`config.mk`:
```
export PLATFORM = sky130hd
export DESIGN_NAME = display_scan_ctrl_flat
export DESIGN_NICKNAME = d
export VERILOG_FILES = /design/src/rtl/display_scan_if.sv /design/src/rtl/display_scan_ctrl.sv /design/src/flat_wrapper.sv
export SDC_FILE = /design/constraint.sdc
export NUM_CORES = 1
export LEC_CHECK = 0
export BUFFER_PORTS_ARGS = -buffer_cell sky130_fd_sc_hd__buf_4
export CAP_MARGIN = 5
export CORE_UTILIZATION = 59
export CTS_CLUSTER_SIZE = 10
export DETAILED_ROUTE_END_ITERATION = 7
export MAX_ROUTING_LAYER = met4
export PLACE_DENSITY = 0.9
export REMOVE_ABC_BUFFERS = 1
export SYNTH_ARGS = -nofsm -noshare
export SYNTH_HDL_FRONTEND = slang
export SYNTH_SLANG_ARGS = --single-unit
```
`constraint.sdc`:
```
create_clock -name clk -period 5.72 [get_ports clk]
set_input_delay 1.144 -clock clk [delete_from_list [all_inputs] [get_ports clk]]
set_output_delay 1.144 -clock clk [all_outputs]
set_load 0.005 [all_outputs]
```
`src/rtl/display_scan_if.sv`:
```
// Signal bundle between the display scan controller and the segment mux / display side.
interface display_scan_if;
   logic       EN;
   logic [3:0] MASK;
   logic [6:0] SEG_IN;
   logic [1:0] S;
   logic [6:0] SEG_OUT;
   logic [3:0] AN;
   logic       FRAME;

   modport master (output EN, output MASK, output SEG_IN,
                   input S, input SEG_OUT, input AN, input FRAME);
   modport slave  (input EN, input MASK, input SEG_IN,
                   output S, output SEG_OUT, output AN, output FRAME);
endinterface

```
`src/rtl/display_scan_ctrl.sv`:
```
// Four-digit 7-segment scan controller: fixed-length slots, each opening with a blank
// interval, registered active-low segment/anode outputs and a per-frame pulse.
module display_scan_ctrl #(
   parameter int unsigned PRESCALE     = 50000,
   parameter int unsigned BLANK_CYCLES = 500
) (
   input logic           clk,
   input logic           rst_n,
   display_scan_if.slave bus
);

   localparam int unsigned CW = (PRESCALE > 1) ? $clog2(PRESCALE) : 1;
   localparam logic [CW-1:0] CNT_LAST   = CW'(PRESCALE - 1);
   localparam logic [CW-1:0] BLANK_LAST = CW'(BLANK_CYCLES - 1);

   typedef enum logic [1:0] {
      ST_IDLE  = 2'd0,
      ST_BLANK = 2'd1,
      ST_ON    = 2'd2
   } state_t;

   state_t        state_q, state_d;
   logic [CW-1:0] cnt_q, cnt_d;
   logic [1:0]    s_q, s_d;
   logic          lit_q, lit_d;
   logic [3:0]    an_q, an_d;
   logic [6:0]    seg_q, seg_d;
   logic          frame_q, frame_d;

   // Next-state and next-output computation for the scan sequencer.
   always_comb begin
      state_d = state_q;
      cnt_d   = cnt_q;
      s_d     = s_q;
      lit_d   = lit_q;
      an_d    = an_q;
      seg_d   = seg_q;
      frame_d = 1'b0;
      if (!bus.EN) begin
         state_d = ST_IDLE;
         cnt_d   = '0;
         s_d     = 2'd0;
         lit_d   = 1'b0;
         an_d    = 4'hF;
         seg_d   = 7'h7F;
      end else begin
         case (state_q)
            ST_IDLE: begin
               state_d = ST_BLANK;
               cnt_d   = '0;
               s_d     = 2'd0;
               lit_d   = 1'b0;
               an_d    = 4'hF;
               seg_d   = 7'h7F;
            end
            ST_BLANK: begin
               cnt_d = cnt_q + CW'(1);
               if (cnt_q == BLANK_LAST) begin
                  // The digit mask is captured once here and held for the whole on-time.
                  state_d = ST_ON;
                  lit_d   = bus.MASK[s_q];
                  an_d    = bus.MASK[s_q] ? ~(4'b0001 << s_q) : 4'hF;
                  seg_d   = bus.MASK[s_q] ? bus.SEG_IN : 7'h7F;
               end else begin
                  state_d = ST_BLANK;
                  an_d    = 4'hF;
                  seg_d   = 7'h7F;
               end
            end
            ST_ON: begin
               if (cnt_q == CNT_LAST) begin
                  state_d = ST_BLANK;
                  cnt_d   = '0;
                  s_d     = s_q + 2'd1;
                  lit_d   = 1'b0;
                  an_d    = 4'hF;
                  seg_d   = 7'h7F;
                  frame_d = (s_q == 2'd3);
               end else begin
                  state_d = ST_ON;
                  cnt_d   = cnt_q + CW'(1);
                  seg_d   = lit_q ? bus.SEG_IN : 7'h7F;
               end
            end
            default: begin
               state_d = ST_IDLE;
               cnt_d   = '0;
               s_d     = 2'd0;
               lit_d   = 1'b0;
               an_d    = 4'hF;
               seg_d   = 7'h7F;
            end
         endcase
      end
   end

   // State and output registers with synchronous active-low reset.
   always_ff @(posedge clk) begin
      if (!rst_n) begin
         state_q <= ST_IDLE;
         cnt_q   <= '0;
         s_q     <= 2'd0;
         lit_q   <= 1'b0;
         an_q    <= 4'hF;
         seg_q   <= 7'h7F;
         frame_q <= 1'b0;
      end else begin
         state_q <= state_d;
         cnt_q   <= cnt_d;
         s_q     <= s_d;
         lit_q   <= lit_d;
         an_q    <= an_d;
         seg_q   <= seg_d;
         frame_q <= frame_d;
      end
   end

   assign bus.S       = s_q;
   assign bus.AN      = an_q;
   assign bus.SEG_OUT = seg_q;
   assign bus.FRAME   = frame_q;

endmodule

```
`src/flat_wrapper.sv`:
```
// flat-port wrapper written by rule: the top's interface ports become plain ports
module display_scan_ctrl_flat 
#(
   parameter int unsigned PRESCALE     = 50000,
   parameter int unsigned BLANK_CYCLES = 500
)
  (clk, rst_n, bus_EN, bus_MASK, bus_SEG_IN, bus_S, bus_SEG_OUT, bus_AN, bus_FRAME);
  display_scan_if bus_i ();
  input logic clk;
  input logic rst_n;
  input wire logic [$bits(bus_i.EN)-1:0] bus_EN;
  input wire logic [$bits(bus_i.MASK)-1:0] bus_MASK;
  input wire logic [$bits(bus_i.SEG_IN)-1:0] bus_SEG_IN;
  output wire logic [$bits(bus_i.S)-1:0] bus_S;
  output wire logic [$bits(bus_i.SEG_OUT)-1:0] bus_SEG_OUT;
  output wire logic [$bits(bus_i.AN)-1:0] bus_AN;
  output wire logic [$bits(bus_i.FRAME)-1:0] bus_FRAME;
  assign bus_i.EN = bus_EN;
  assign bus_i.MASK = bus_MASK;
  assign bus_i.SEG_IN = bus_SEG_IN;
  assign bus_S = bus_i.S;
  assign bus_SEG_OUT = bus_i.SEG_OUT;
  assign bus_AN = bus_i.AN;
  assign bus_FRAME = bus_i.FRAME;
  display_scan_ctrl #(.PRESCALE(PRESCALE), .BLANK_CYCLES(BLANK_CYCLES)) u_core (.clk(clk), .rst_n(rst_n), .bus(bus_i));
endmodule
```
# Word level (Yosys, flattened, before mapping)
# Index checks and enable logic that the tools add are counted.
[totals] word_cells=46 reg_bits=33
[op_classes] n_eq_ne=7 n_addsub=2 n_reduce_logical=5 muxes=21 shift=1 n_lt_le_gt_ge=1 n_bitwise=2
[op_table] op="$pmux 16 s2" n=1
[op_table] op="$mux 7" n=4
[op_table] op="$add 16x1->16 const B" n=1
[op_table] op="$eq 16x16->1 const B" n=1
[op_table] op="$eq 16x9->1 const B" n=1
[op_table] op="$mux 16" n=1
[op_table] op="$pmux 7 s2" n=1
[op_table] op="$mux 4" n=3
[op_table] op="$pmux 4 s2" n=1
[op_table] op="$mux 2" n=3
[op_table] op="$pmux 2 s3" n=1
[op_table] op="$reduce_and 2->1" n=3
[op_table] op="$eq 2x2->1 const B" n=2
[op_table] op="$ne 2x1->1 const B" n=2
[op_table] op="$not 4->4" n=1
[op_table] op="$pmux 2 s2" n=1
[op_table] op="$reduce_and 4->1" n=1
[op_table] op="$shl 1x2->4 const A" n=1
[op_table] op="$lt 2x3->1 const B" n=1
[op_table] op="$mux 1" n=3
[op_table] op="$add 2x1->2 const B" n=1
[op_table] op="$bmux 1 s2" n=1
[op_table] op="$eq 2x1->1 const B" n=1
[op_table] op="$logic_not 2->1" n=1
[op_table] op="other kinds (2)" n=2

# Depth between registers and ports, before layout
[depth] word_depth=5 mapped_depth=6 mapped_depth_nobuf=5

# Worst setup path before layout
# OpenSTA, ideal clock, no wires.
[synth_path] path_type="input port to flip-flop" start="in bus_MASK[3]" end="reg u_core.an_q[0] (netlist: u_core.bus.AN[0])" stages=4 arrival_time_ps=1984 slack_ps=3581 required_ps=5565 path_cell_list="mux2i_1 > mux2_2 > nor3_1 > a41oi_1"
[synth_via] elab_chain_len=5
[synth_rtl] element="start: declaration" line="flat_wrapper.sv:12" rtl="input wire logic [$bits(bus_i.MASK)-1:0] bus_MASK;"
[synth_rtl] element="$bmux 1 s2" line="display_scan_ctrl.sv:62" rtl="an_d = bus.MASK[s_q] ? ~(4'b0001 << s_q) : 4'hF;"
[synth_rtl] element="$mux 1 (implied by the code)" line="display_scan_ctrl.sv:62"
[synth_rtl] element="$mux 4" line="display_scan_ctrl.sv:62"
[synth_rtl] element="$mux 4" line="display_scan_ctrl.sv:58" rtl="if (cnt_q == BLANK_LAST) begin"
[synth_rtl] element="$pmux 4 s2" line="display_scan_ctrl.sv:47" rtl="case (state_q)"
[synth_rtl] element="end signal: assignment" line="display_scan_ctrl.sv:112" rtl="an_q <= an_d;"
[synth_rtl] element="end: declaration" line="display_scan_ctrl.sv:26" rtl="logic [3:0] an_q, an_d;"
# Every way passes these cells. The select of a mux whose other input is x is not followed.
# A chain may end at the register's enable or synchronous reset.

# Worst setup path in the final report
[layout_path] start="reg u_core.cnt_q[0]" end="reg u_core.an_q[0] (netlist: u_core.bus.AN[0])"
[layout_via] elab_chain_len=3 word_cells_on_any_way=5 cone_classes="eq/ne: 3; mux: 2"
[layout_rtl] element="start: declaration" line="display_scan_ctrl.sv:23" rtl="logic [CW-1:0] cnt_q, cnt_d;"
[layout_rtl] element="start signal: assignment" line="display_scan_ctrl.sv:109" rtl="cnt_q <= cnt_d;"
[layout_rtl] element="$eq 16x9->1" line="display_scan_ctrl.sv:58"
[layout_rtl] element="$mux 4" line="display_scan_ctrl.sv:58"
[layout_rtl] element="$pmux 4 s2" line="display_scan_ctrl.sv:47"
# Parallel ways exist; a longest one is shown, timed or not.

==> impl_results.md <==
- Setup TNS: 0 ps
- RSZ-0062 raised after global routing: no
- CTS Sinks: 33
- Die height: 54.1 um
- Wirelength per Cell: between 15 and 20 um
- Max frequency: 458 MHz
- Die W: 54.1 um
- Status: complete, no violations
- Fin crit share: 38.2%
- GRT overflow: 0
- Setup Skew: 9.59 ps
- Clk slew on worst S/H paths: 90 ps
- Peak supply drop: approximately 0.17 mV
- Fillers: between 150 and 200
- Post-synth EDFFs: 0
- Power Dens Cells: 202 mW/mm^2
- Clock share of power: 32.6%
- Starting Density: 63.5%
- Port bufs: 27
- Register bit total from synthesis: 33
- Final HPWL DP: between 2000 and 3000 um
- Internal power: 0.291 mW
- Worst slew margin: 58.9%
- Post-CTS Setup Inserts: 0
- Worst-skew pair later-pin latency: 340 ps
- Worst setup startpoint: u_core.cnt_q[0]
- Sequential power share: between 60 and 70%
- Fin nets: 222
- Num rows: 18
- Largest net degree at the start of global routing: 17
- Switching Fraction: 22.5%
- Initial antenna violation count: 0
- Ys async rst share: 0%
- Worst-margin pin slew: 612 ps
- First-pass GRT wire length: 5580 um
- Register area share after synthesis: roughly 41%
- Primary FF master, synth: dfxtp_1
- Synth area leader: dfxtp_1
- Min-delay src: u_core.cnt_q[0]
- Most frequent cells in the layout: dfxtp_1 (33), buf_4 (27), nor2_1 (15), nand3_1 (13), o21ai_0 (11)
- Critical path capture point type: flop
- HP Class: flop to flop
- Power Total: 0.375 mW
- Via Count: roughly 1,400
- Die ar.: 0.00293 mm^2
- GRT Total Usage: between 20% and 30%
- Cells after synthesis: 172
- Ant diodes: 0
- Cts hold-fix bufs: 0
- CTS Buffer Depth: 2
- CP startpoint kind: flop
- CP Max Fanout: 5
- Core area: 0.00252 mm^2
- Vias in the first global route: 1,317
- DRT Pass-1 Iters: 4
- Max Slew Vio Count: 0
- Root Driver: clkbuf_4
- DRT Wirelength: 3540 um
- CP Class: flop to flop
- GP Congestion: 0.833
- Largest cells by area after synthesis: dfxtp_1 (41%), ha_1 (7.0%), xor2_1 (5.5%), nand3_1 (4.1%), nand4_1 (3.5%)
- Leakage: 0.644 nW
- R2R Path Start: u_core.cnt_q[0]
- Synth cell types: 37
- Net Sw Power: 0.0846 mW
- Post-DRT Antenna Nets: 0
- H-tree depth: 2
- DR DRC count: 0
- Tmin final: 2180 ps
- Commonest non-fill, non-tap cell in the layout: dfxtp_1
- Share of layout cells above drive strength 1: 18.5%
- Combinational share of power: ~5.6%
- Vias per inst: 6.12
- Synth top area share: 41.3%
- Endpoints failing hold: 0
- Worst EP arrival: 2360 ps
- Max_cap viols: 0
- Mean Syn Cell Area: 9.31 um^2
- Total CTS buffers: 5
- Cell Area, Synth: 0.00160 mm^2
- Post-cts sizing count: 0
- CTS tree: done
- Count of final setup violators: 0
- # IOs: 28
- Layout area overhead: 15.9%
- WP data required: 5890 ps
- Ys Warns: 0
- First DRT Iteration DRCs: 36
sequential cells by signal, indices dropped and copies added, names as in the netlist:
| name | cells |
|---|---|
| u_core.bus.AN | 4 |
| u_core.cnt_q | 16 |
| u_core.bus.SEG_OUT | 7 |
| u_core.state_q | 2 |
| u_core.bus.FRAME | 1 |
| u_core.bus.S | 2 |
| u_core.lit_q | 1 |
critical path: stages (launching register included):
cell	delay, ps
dfxtp_1	390
ha_1	250
nor4b_1	380
nand4_1	230
nor3_1	570
a41oi_1	210
logic make-up (layout without fill, tap and decap cells):
| logic type | after synthesis | after routing | synth area share (%) |
|---|---|---|---|
| compound gates | 35 | 35 | 16.2 |
| xor+xnor | 12 | 12 | 6.56 |
| fa+ha+maj | 9 | 9 | 7.03 |
| buf+inv | 14 | 42 | 3.83 |
| flops | 33 | 33 | 41.2 |
| mux | 3 | 3 | 1.95 |
| simple gates | 66 | 66 | 23.1 |
power by group through the flow:
stage                     Clock (mW)  Sequential (mW)  Combinational (mW)
after global routing           0.133            0.232              0.0229
after global placement             0            0.237              0.0196
after detailed placement           0            0.237              0.0206
final                          0.122            0.232              0.0209
after CTS                      0.123            0.232              0.0207
after floorplan                    0            0.237             0.00881
per-layer routing:
layer	vias to the layer above	track usage [%]	wire, um
met1	665	27.6	1450
met2	42	48.1	1850
met4	0	15.0	74
li1	690	-	-
met5	-	-	0
met3	10	11.3	175
layout make-up:
type	count	area (um^2)	share of cell area (%)
Inverter	7	26.3	1.42
Timing Repair Buffer	27	203	10.9
Sequential cell	33	661	35.6
Clock buffer	8	48.8	2.63
Tap cell	30	37.5	2.02
Multi-Input combinational cell	125	880	47.4
per-stage QoR:
step	util (%)	setup slack (ps)	cells	hold WS, ps	instance area (um^2)
5_1_grt	73.6	3390	230	512	1860
3_3_place_gp	71.6	3400	222	439	1810
4_1_cts	73.6	3570	230	473	1860
3_5_place_dp	71.6	3280	222	452	1810
6_report	73.6	3540	230	473	1860
2_1_floorplan	-	3580	165	426	1570
worst paths after layout:
path,to,slack [ps],cells after the start
setup / recovery,u_core.bus.AN[0],3540,5
hold / removal,u_core.cnt_q[0],470,1
setup reg to reg,u_core.bus.AN[0],3540,5
hold reg to reg,u_core.cnt_q[0],470,1
cells in the mapped netlist (all sizes together), types with 4 or more instances:
library cell	count
a21oi	6
a41oi	4
and4	4
clkbuf	5
dfxtp	33
ha	9
inv	7
nand2	5
nand3	13
nand4	9
nor2	15
nor3	7
o21ai	11
o31ai	6
xor2	10
Power figures use the tool's default switching activity.
